--- src/rtl/pollard_pkg.sv ---
// Shared defaults and FSM state encoding for the Pollard p-1 factoriser.
package pollard_pkg;

    localparam int WIDTH_DEF = 32;
    localparam int BOUND_DEF = 1000;

    typedef enum logic [2:0] {
        IDLE,
        INIT,
        EXP,
        MUL,
        GCD,
        CHECK,
        DONE
    } state_t;

endpackage

--- src/rtl/pollard_modmul.sv ---
// Shift-add modular multiplier: r = x*y mod m, MSB-first over y, one bit per cycle.
module pollard_modmul
    import pollard_pkg::*;
#(
    parameter int WIDTH = WIDTH_DEF
) (
    input  logic             clk,
    input  logic             rst_n,
    input  logic             start,
    input  logic [WIDTH-1:0] x,
    input  logic [WIDTH-1:0] y,
    input  logic [WIDTH-1:0] m,
    output logic             busy,
    output logic [WIDTH-1:0] r
);

    localparam int CW = $clog2(WIDTH);

    logic [WIDTH-1:0] xq, yq, mq;
    logic [CW-1:0]    cnt;
    logic [WIDTH:0]   m_ext, dbl, dred, sum, sred;

    // acc < m keeps every partial below 2m, so WIDTH+1 bits never overflow
    always_comb begin
        m_ext = {1'b0, mq};
        dbl   = {r, 1'b0};
        dred  = (dbl >= m_ext) ? dbl - m_ext : dbl;
        sum   = dred + {1'b0, (yq[WIDTH-1] ? xq : '0)};
        sred  = (sum >= m_ext) ? sum - m_ext : sum;
    end

    always_ff @(posedge clk) begin
        if (!rst_n) begin
            xq   <= '0;
            yq   <= '0;
            mq   <= '0;
            r    <= '0;
            cnt  <= '0;
            busy <= 1'b0;
        end else if (start) begin
            xq   <= x;
            yq   <= y;
            mq   <= m;
            r    <= '0;
            cnt  <= CW'(WIDTH - 1);
            busy <= 1'b1;
        end else if (busy) begin
            r  <= WIDTH'(sred);
            yq <= yq << 1;
            if (cnt == '0) busy <= 1'b0;
            else           cnt  <= cnt - CW'(1);
        end
    end

endmodule

--- src/rtl/pollard_pm1_main.sv ---
// Pollard p-1 factoriser: a_k = 2^(k!) mod n, then gcd(a_k-1, n) per k.
module pollard_pm1_main
    import pollard_pkg::*;
#(
    parameter int WIDTH = WIDTH_DEF,
    parameter int BOUND = BOUND_DEF
) (
    input  logic             clk,
    input  logic             rst_n,
    input  logic [WIDTH-1:0] n,
    output logic [WIDTH-1:0] prime1,
    output logic             done
);

    localparam int CW = $clog2(WIDTH);

    state_t           state;
    logic [WIDTH-1:0] n_q, a, r, k, gx, gy, g, mul_x, mul_y, mul_r;
    logic [CW-1:0]    bits_rem, bit_idx;
    logic [CW:0]      shift;
    logic             mul_phase, mul_start, mul_busy;

    function automatic logic [CW-1:0] top_bit(input logic [WIDTH-1:0] v);
        top_bit = '0;
        for (int unsigned i = 0; i < WIDTH; i++)
            if (v[i]) top_bit = CW'(i);
    endfunction

    always_comb bit_idx = bits_rem - CW'(1);

    pollard_modmul #(.WIDTH(WIDTH)) u_mul (
        .clk   (clk),
        .rst_n (rst_n),
        .start (mul_start),
        .x     (mul_x),
        .y     (mul_y),
        .m     (n_q),
        .busy  (mul_busy),
        .r     (mul_r)
    );

    always_ff @(posedge clk) begin
        if (!rst_n) begin
            state     <= IDLE;
            n_q       <= '0;
            a         <= '0;
            r         <= '0;
            k         <= '0;
            gx        <= '0;
            gy        <= '0;
            g         <= '0;
            mul_x     <= '0;
            mul_y     <= '0;
            bits_rem  <= '0;
            shift     <= '0;
            mul_phase <= 1'b0;
            mul_start <= 1'b0;
            prime1    <= '0;
            done      <= 1'b0;
        end else if (state == IDLE || n != n_q) begin
            n_q       <= n;
            prime1    <= '0;
            done      <= 1'b0;
            mul_start <= 1'b0;
            state     <= INIT;
        end else begin
            mul_start <= 1'b0;
            case (state)
                INIT: begin
                    if (n_q < WIDTH'(4)) begin
                        prime1 <= n_q;
                        done   <= 1'b1;
                        state  <= DONE;
                    end else if (!n_q[0]) begin
                        prime1 <= WIDTH'(2);
                        done   <= 1'b1;
                        state  <= DONE;
                    end else begin
                        a         <= WIDTH'(2);
                        r         <= WIDTH'(2);
                        k         <= WIDTH'(2);
                        bits_rem  <= top_bit(WIDTH'(2));
                        mul_phase <= 1'b0;
                        state     <= EXP;
                    end
                end
                // r starts at a, covering the leading 1 of k; remaining bits follow
                EXP: begin
                    if (bits_rem == '0) begin
                        a     <= r;
                        gx    <= (r == '0) ? n_q - WIDTH'(1) : r - WIDTH'(1);
                        gy    <= n_q;
                        shift <= '0;
                        state <= GCD;
                    end else begin
                        mul_x     <= r;
                        mul_y     <= mul_phase ? a : r;
                        mul_start <= 1'b1;
                        state     <= MUL;
                    end
                end
                MUL: begin
                    if (!mul_start && !mul_busy) begin
                        r <= mul_r;
                        if (!mul_phase && k[bit_idx]) begin
                            mul_phase <= 1'b1;
                        end else begin
                            mul_phase <= 1'b0;
                            bits_rem  <= bits_rem - CW'(1);
                        end
                        state <= EXP;
                    end
                end
                GCD: begin
                    if (gx == '0) begin
                        g     <= gy << shift;
                        state <= CHECK;
                    end else if (!gx[0] && !gy[0]) begin
                        gx    <= gx >> 1;
                        gy    <= gy >> 1;
                        shift <= shift + (CW+1)'(1);
                    end else if (!gx[0]) begin
                        gx <= gx >> 1;
                    end else if (!gy[0]) begin
                        gy <= gy >> 1;
                    end else if (gx >= gy) begin
                        gx <= gx - gy;
                    end else begin
                        gy <= gy - gx;
                    end
                end
                CHECK: begin
                    if (g > WIDTH'(1) && g < n_q) begin
                        prime1 <= g;
                        done   <= 1'b1;
                        state  <= DONE;
                    end else if (g == n_q || k == WIDTH'(BOUND)) begin
                        prime1 <= n_q;
                        done   <= 1'b1;
                        state  <= DONE;
                    end else begin
                        k         <= k + WIDTH'(1);
                        r         <= a;
                        bits_rem  <= top_bit(k + WIDTH'(1));
                        mul_phase <= 1'b0;
                        state     <= EXP;
                    end
                end
                DONE:    state <= DONE;
                default: state <= IDLE;
            endcase
        end
    end

endmodule

--- config.mk ---
export PLATFORM = sky130hd
export DESIGN_NAME = pollard_pm1_main
export DESIGN_NICKNAME = d
export VERILOG_FILES = /design/src/rtl/pollard_pkg.sv /design/src/rtl/pollard_modmul.sv /design/src/rtl/pollard_pm1_main.sv
export SDC_FILE = /design/constraint.sdc
export NUM_CORES = 2
export LEC_CHECK = 0
export ABC_AREA = 1
export ABC_CLOCK_PERIOD_IN_PS = 6000
export BUFFER_PORTS_ARGS = -buffer_cell sky130_fd_sc_hd__buf_2
export CAP_MARGIN = 25
export CORE_UTILIZATION = 30
export CTS_BUF_LIST = sky130_fd_sc_hd__clkbuf_16
export DETAILED_ROUTE_END_ITERATION = 16
export PLACE_DENSITY = 0.45
export SLEW_MARGIN = 25
export SYNTH_ARGS = -nofsm -noshare
export SYNTH_HDL_FRONTEND = slang
export SYNTH_HIERARCHICAL = 1
export SYNTH_SLANG_ARGS = --single-unit
export TNS_END_PERCENT = 30
--- constraint.sdc ---
create_clock -name clk -period 6 [get_ports clk]
set_clock_uncertainty 0.2 [all_clocks]
set_input_delay 0.3 -clock clk [delete_from_list [all_inputs] [get_ports clk]]
set_output_delay 0.3 -clock clk [all_outputs]
set_load 0.005 [all_outputs]
After elaboration in Yosys (flattened, before gate mapping)
Cells that the tools add are included.
{ "word_totals": {"input_bits": 34, "out_inout_bits": 33, "elab_cells": 224, "regBits": 471} }
{ "op_classes": {"n_reduce_logical": 39, "n_bitwise": 4, "muxes": 109, "order_cmp": 7, "addsub": 11, "eq_ne": 28, "n_shift": 1} }
{ "op_table": {"columns": ["cell", "count"], "rows": [
  ["$mux 32", 30],
  ["$pmux 32 s2", 5],
  ["$mux 5", 39],
  ["$pmux 32 s3", 1],
  ["$sub 32x32->32", 3],
  ["$ge 33x32->1", 2],
  ["$logic_not 32->1", 2],
  ["$sub 32x1->32 const B", 2],
  ["$add 33x32->33", 1],
  ["$mux 33", 1],
  ["$sub 33x32->33", 1],
  ["$add 32x1->32 const B", 1],
  ["$eq 32x10->1 const B", 1],
  ["$eq 32x32->1", 1],
  ["$ge 32x32->1", 1],
  ["$gt 32x1->1 const B", 1],
  ["$lt 32x3->1 const B", 1],
  ["$lt 32x32->1", 1],
  ["$ne 32x32->1", 1],
  ["$shl 32x6->32", 1],
  ["$ne 2x2->1 const B", 11],
  ["$mux 3", 7],
  ["$mux 6", 3],
  ["$pmux 3 s6", 1],
  ["other kinds (31)", 81]
]} }

Longest topological paths before layout
{ "depth": {"ltp_word": 35, "mapped_depth": 44, "ltp_nobuf": 42} }

Cells and area by module
Netlist, hierarchy kept.
{ "modules_own_cells": {"columns": ["module", "n_inst", "cells_per_inst", "area_per_inst_um2", "seq_area_each_um2"], "rows": [
  ["pollard_pm1_main", 1, 3337, 22594.2, 6746.5],
  ["pollard_modmul", 1, 1887, 11711.2, 2682.6]
]} }

Least setup slack after synthesis
Ideal clock, no wire load.
{ "synth_path": {"path_type": "register to register", "startpoint": "register u_mul.mq[12]", "endpoint": "register u_mul.r[10]", "arrival_time_ps": 5112, "slack_ps": 556, "n_path_buf": 3, "path_stages_with_launch": 33, "t_required_ps": 5668, "setup_ps": 132, "cell_sequence": "dfxtp_1 inv_1 ha_1 nand2_1 inv_2 nand2_1 nand2_1 a21oi_1 nand3_2 nand2_2 nand2_2 inv_1 clkbuf_1 clkbuf_1 o21ai_0 ha_1 nand2_1 nor4_1 o21ai_0 nand3b_1 xor2_1 inv_1 ha_1 a21o_1 a31oi_1 nand2_1 a21oi_1 nand2_1 nand2_1 clkbuf_1 nand4_1 nand3_1 a21oi_1"} }
{ "synth_between": {"elab_chain_len": 5, "word_cells_on_any_way": 7} }
{ "synth_lines": {"columns": ["element", "line", "text"], "rows": [
  ["start: declaration", "pollard_modmul.sv:19", "logic [WIDTH-1:0] xq, yq, mq;"],
  ["start signal: assignment", "pollard_modmul.sv:43", "mq <= m;"],
  ["$sub 33x32->33 / $ge 33x32->1 (equally long branches)", "pollard_modmul.sv:27", "dred = (dbl >= m_ext) ? dbl - m_ext : dbl;"],
  ["$mux 33", "pollard_modmul.sv:27", null],
  ["$add 33x32->33", "pollard_modmul.sv:28", "sum = dred + {1'b0, (yq[WIDTH-1] ? xq : '0)};"],
  ["$ge 33x32->1 / $sub 32x32->32 (equally long branches)", "pollard_modmul.sv:29", "sred = (sum >= m_ext) ? sum - m_ext : sum;"],
  ["$mux 32 *", "pollard_modmul.sv:29", null],
  ["end signal: assignment", "pollard_modmul.sv:48", "r <= WIDTH'(sred);"],
  ["end: declaration", "pollard_modmul.sv:14", "output logic [WIDTH-1:0] r"]
]} }
Every way passes the cells marked *; elsewhere a longest branch is shown, timed or not.
A chain may end at the register's enable or synchronous reset.

Worst setup path in the final report
{ "layout_path": {"startpoint": "register u_mul.mq[18]", "endpoint": "register u_mul.r[6]"} }
Same word-level chain as after synthesis.

==> results by group <==
Setup path
  – CP max-delay cell: ha_1
  – Startpoint types: register
  – Worst R2R Start: u_mul/mq[18]
  – Worst R2R End: u_mul/r[6]
  – Crit path max-delay family: simple AND/OR/NAND/NOR gates
  – CP most frequent cell: nand2_1
  – Critical Path End Type: register
  – Crit path largest cell delay: 0.39 ns
  – CP required: 6.39 ns
  – CP Class: reg2reg
  – Reg2Reg Setup Slack: 0.15 ns
  – Crit path buf inv count: 7
  – Crit-path max FO: 24
  – CP arrival: 6.25 ns
  – Crit. path cell count: 34
  – Path depth of the worst reg2reg path: 34

GRT
  – GRT overflow: 0
  – First-pass GRT wire length: 229000 um
  – Vias in the first global route: 35023
  – GRT Total Usage: 26.0%
  – Pin count of the biggest net entering global routing: 182
  – Initial antenna violation count: 5

Die
  – Initial core utilization: 30.4%
  – Die area: 116000 um2
  – Die Span Y: 340 um
  – Core Region: 113000 um2
  – Number of top-level pins: 67
  – Die X: 340 um
  – Row Count: 123

Clock tree
  – CTS tree: done
  – H-tree depth: 2
  – Root Driver: clkbuf_16
  – Reg clk slew, reported paths: 0.06 ns
  – Number of buffers created by CTS: 58
  – Clk buf depth: 3
  – # clock sinks: 471
  – Worst-skew pair later-pin latency: 0.69 ns

Synthesis
  – Commonest cells post-synth: nand2_1 (1053), a21oi_1 (623), inv_1 (613), o21ai_0 (530), dfxtp_1 (471)
  – Top cells by area, synth: dfxtp_1 (27%), nand2_1 (12%), a21oi_1 (9.1%)
  – Area share of the largest cell type after synthesis: 27.5%
  – Synthesized area per cell: 6.57 um2
  – Count leader, synth: nand2_1
  – Mapped Nets: 5462
  – Synth Warn #: 6
  – Post-Syn Area: 34300 um2
  – Async SR Flop Fraction: 0%
  – Mapped Cells: 5224
  – Leading area contributor after synthesis: dfxtp_1
  – Flops & latches, synth: 471
  – Post-synthesis cell type count: 79
  – Post-synthesis sequential area ratio: 27.5%
  – Post-synth EDFFs: 0
  – Synth Flop Type: dfxtp_1

Place
  – HPWL after DPL: 122000 um
  – Port Buffer Count: 66
  – GP Congestion: 0.984
  – Area post-placement: 39100 um2
  – Placed Cells: 6989

Timing
  – Fmax: 171 MHz
  – Unrepaired setup endpoints after global routing: yes
  – Slew headroom: 31.6%
  – Final hold violation count: 1
  – WHS: -0.00120 ns
  – Final max-slew violation count: 0
  – Final setup viols: 0
  – Crit share post-route: 97.5%
  – Worst slew pin tran: 1.02 ns
  – Tmin final: 5.85 ns

Run status
  – Failing checks: negative hold slack
  – Run status: finished, violations left

Routing
  – Total wire length: 157000 um
  – Routed len/inst: 21.9 um
  – DRT antenna net count: 0
  – DR vias/cell: 5.23
  – Starting DRC count in detailed routing: 3118
  – Total iterations of the first detailed-routing run: 8
  – Vias post-DR: 37368
  – DRC violations left: 0

Final layout
  – Finished Core Util: 38.0%
  – Fin cells: 7151
  – Fin area: 42900 um2
  – Final nets: 5842
  – Area growth syn-to-layout: 25.1%
  – Fillers: 12325
  – Proportion of layout cells with a drive suffix above 1: 18.1%

Hold path
  – HP Class: in2reg
  – Hold Path Sink: u_mul/yq[24]
  – Min-Delay Startpoint: rst_n
  – Hold Path Stages: 3

Flow run
  – Max Cap Viol: 0

Power
  – Power Total: 7120 uW
  – PD cells: 166 nW/um2
  – P_leak: 0.0198 uW
  – Max IR drop VDD: 227 uV
[worst min-delay path: stages]
cell and delay [ns]:
clkbuf_8 0.28, o221ai_1 0.17, nor2_1 0.05
[metal layers]
| layer | global-route usage, % | wire length (um) | up-vias |
|---|---|---|---|
| met5 | 0 | 0 | - |
| met2 | 41.9 | 70100 | 1050 |
| met4 | 8.33 | 5860 | 0 |
| met1 | 36.3 | 73200 | 17666 |
| met3 | 2.65 | 7740 | 230 |
| li1 | - | - | 18422 |
[through the flow]
stage | TNS, ns | worst slack, ns | hold WS, ns
after floorplan | 0 | 0.556 | 0.193
after global placement | -17.20 | -0.737 | 0.241
after detailed placement | -16.32 | -0.687 | 0.244
after CTS | 0 | 0.00337 | 0.0000971
after global routing | -0.422 | -0.0470 | 0.0493
final | 0 | 0.147 | -0.00120
[worst max path at each step]
stage                             from           to  slack (ns)
after floorplan           u_mul/mq[12]  u_mul/r[10]        0.56
after global placement    u_mul/mq[31]   u_mul/r[9]       -0.74
after detailed placement  u_mul/mq[31]   u_mul/r[8]       -0.69
after CTS                 u_mul/mq[10]   u_mul/r[9]       0.003
after global routing       u_mul/mq[2]   u_mul/r[6]       -0.05
final                     u_mul/mq[18]   u_mul/r[6]        0.15
[cells by family after synthesis]
kind of cell / share of synthesized area, %
compound gates: 26.0
xor+xnor: 4.75
fa+ha+maj: 7.55
buf+inv: 10.6
flops: 27.5
mux: 0.525
simple gates: 23.1
[timing repair]
action / 4_1_cts / 5_1_grt
cloned: 0 / 2
setup endpoints to repair: 32 / 32
setup buffers: 5 / 13
hold buffers: 35 / 0
endpoints found under the hold margin: 32 / 0
gates resized for setup: 53 / 264
pin swaps: 9 / 47
[cells in the final DEF (no fill, tap or decap), types with 60 or more instances in the layout]
cell type	netlist	routed
dfxtp_1	471	463
ha_1	199	153
nor2_1	416	383
buf_4	4	475
inv_1	613	609
nand2_1	1053	1005
xor2_1	127	122
o21ai_0	530	496
buf_2	26	65
nand4_1	79	79
nand3_1	139	128
clkbuf_16	0	60
a21oi_1	623	575
nor3_1	88	80
[layout make-up]
cell class | count | area (um2) | share of cell area, %
Timing Repair Buffer | 592 | 4560 | 10.6
Sequential cell | 471 | 9440 | 22.0
Clock inverter | 47 | 470 | 1.10
Antenna cell | 2 | 5.00 | 0.0117
Inverter | 655 | 2470 | 5.75
Tap cell | 1500 | 1880 | 4.37
Clock buffer | 58 | 1450 | 3.38
Multi-Input combinational cell | 3826 | 22600 | 52.7
[power by group]
part           internal [uW]  switching (uW)  leakage (uW)  total [uW]
Combinational           83.6             201        0.0150         284
Clock                   2100            1550      0.000975        3650
Sequential              3140            42.4       0.00381        3180
(Power assumes the default switching activity.)
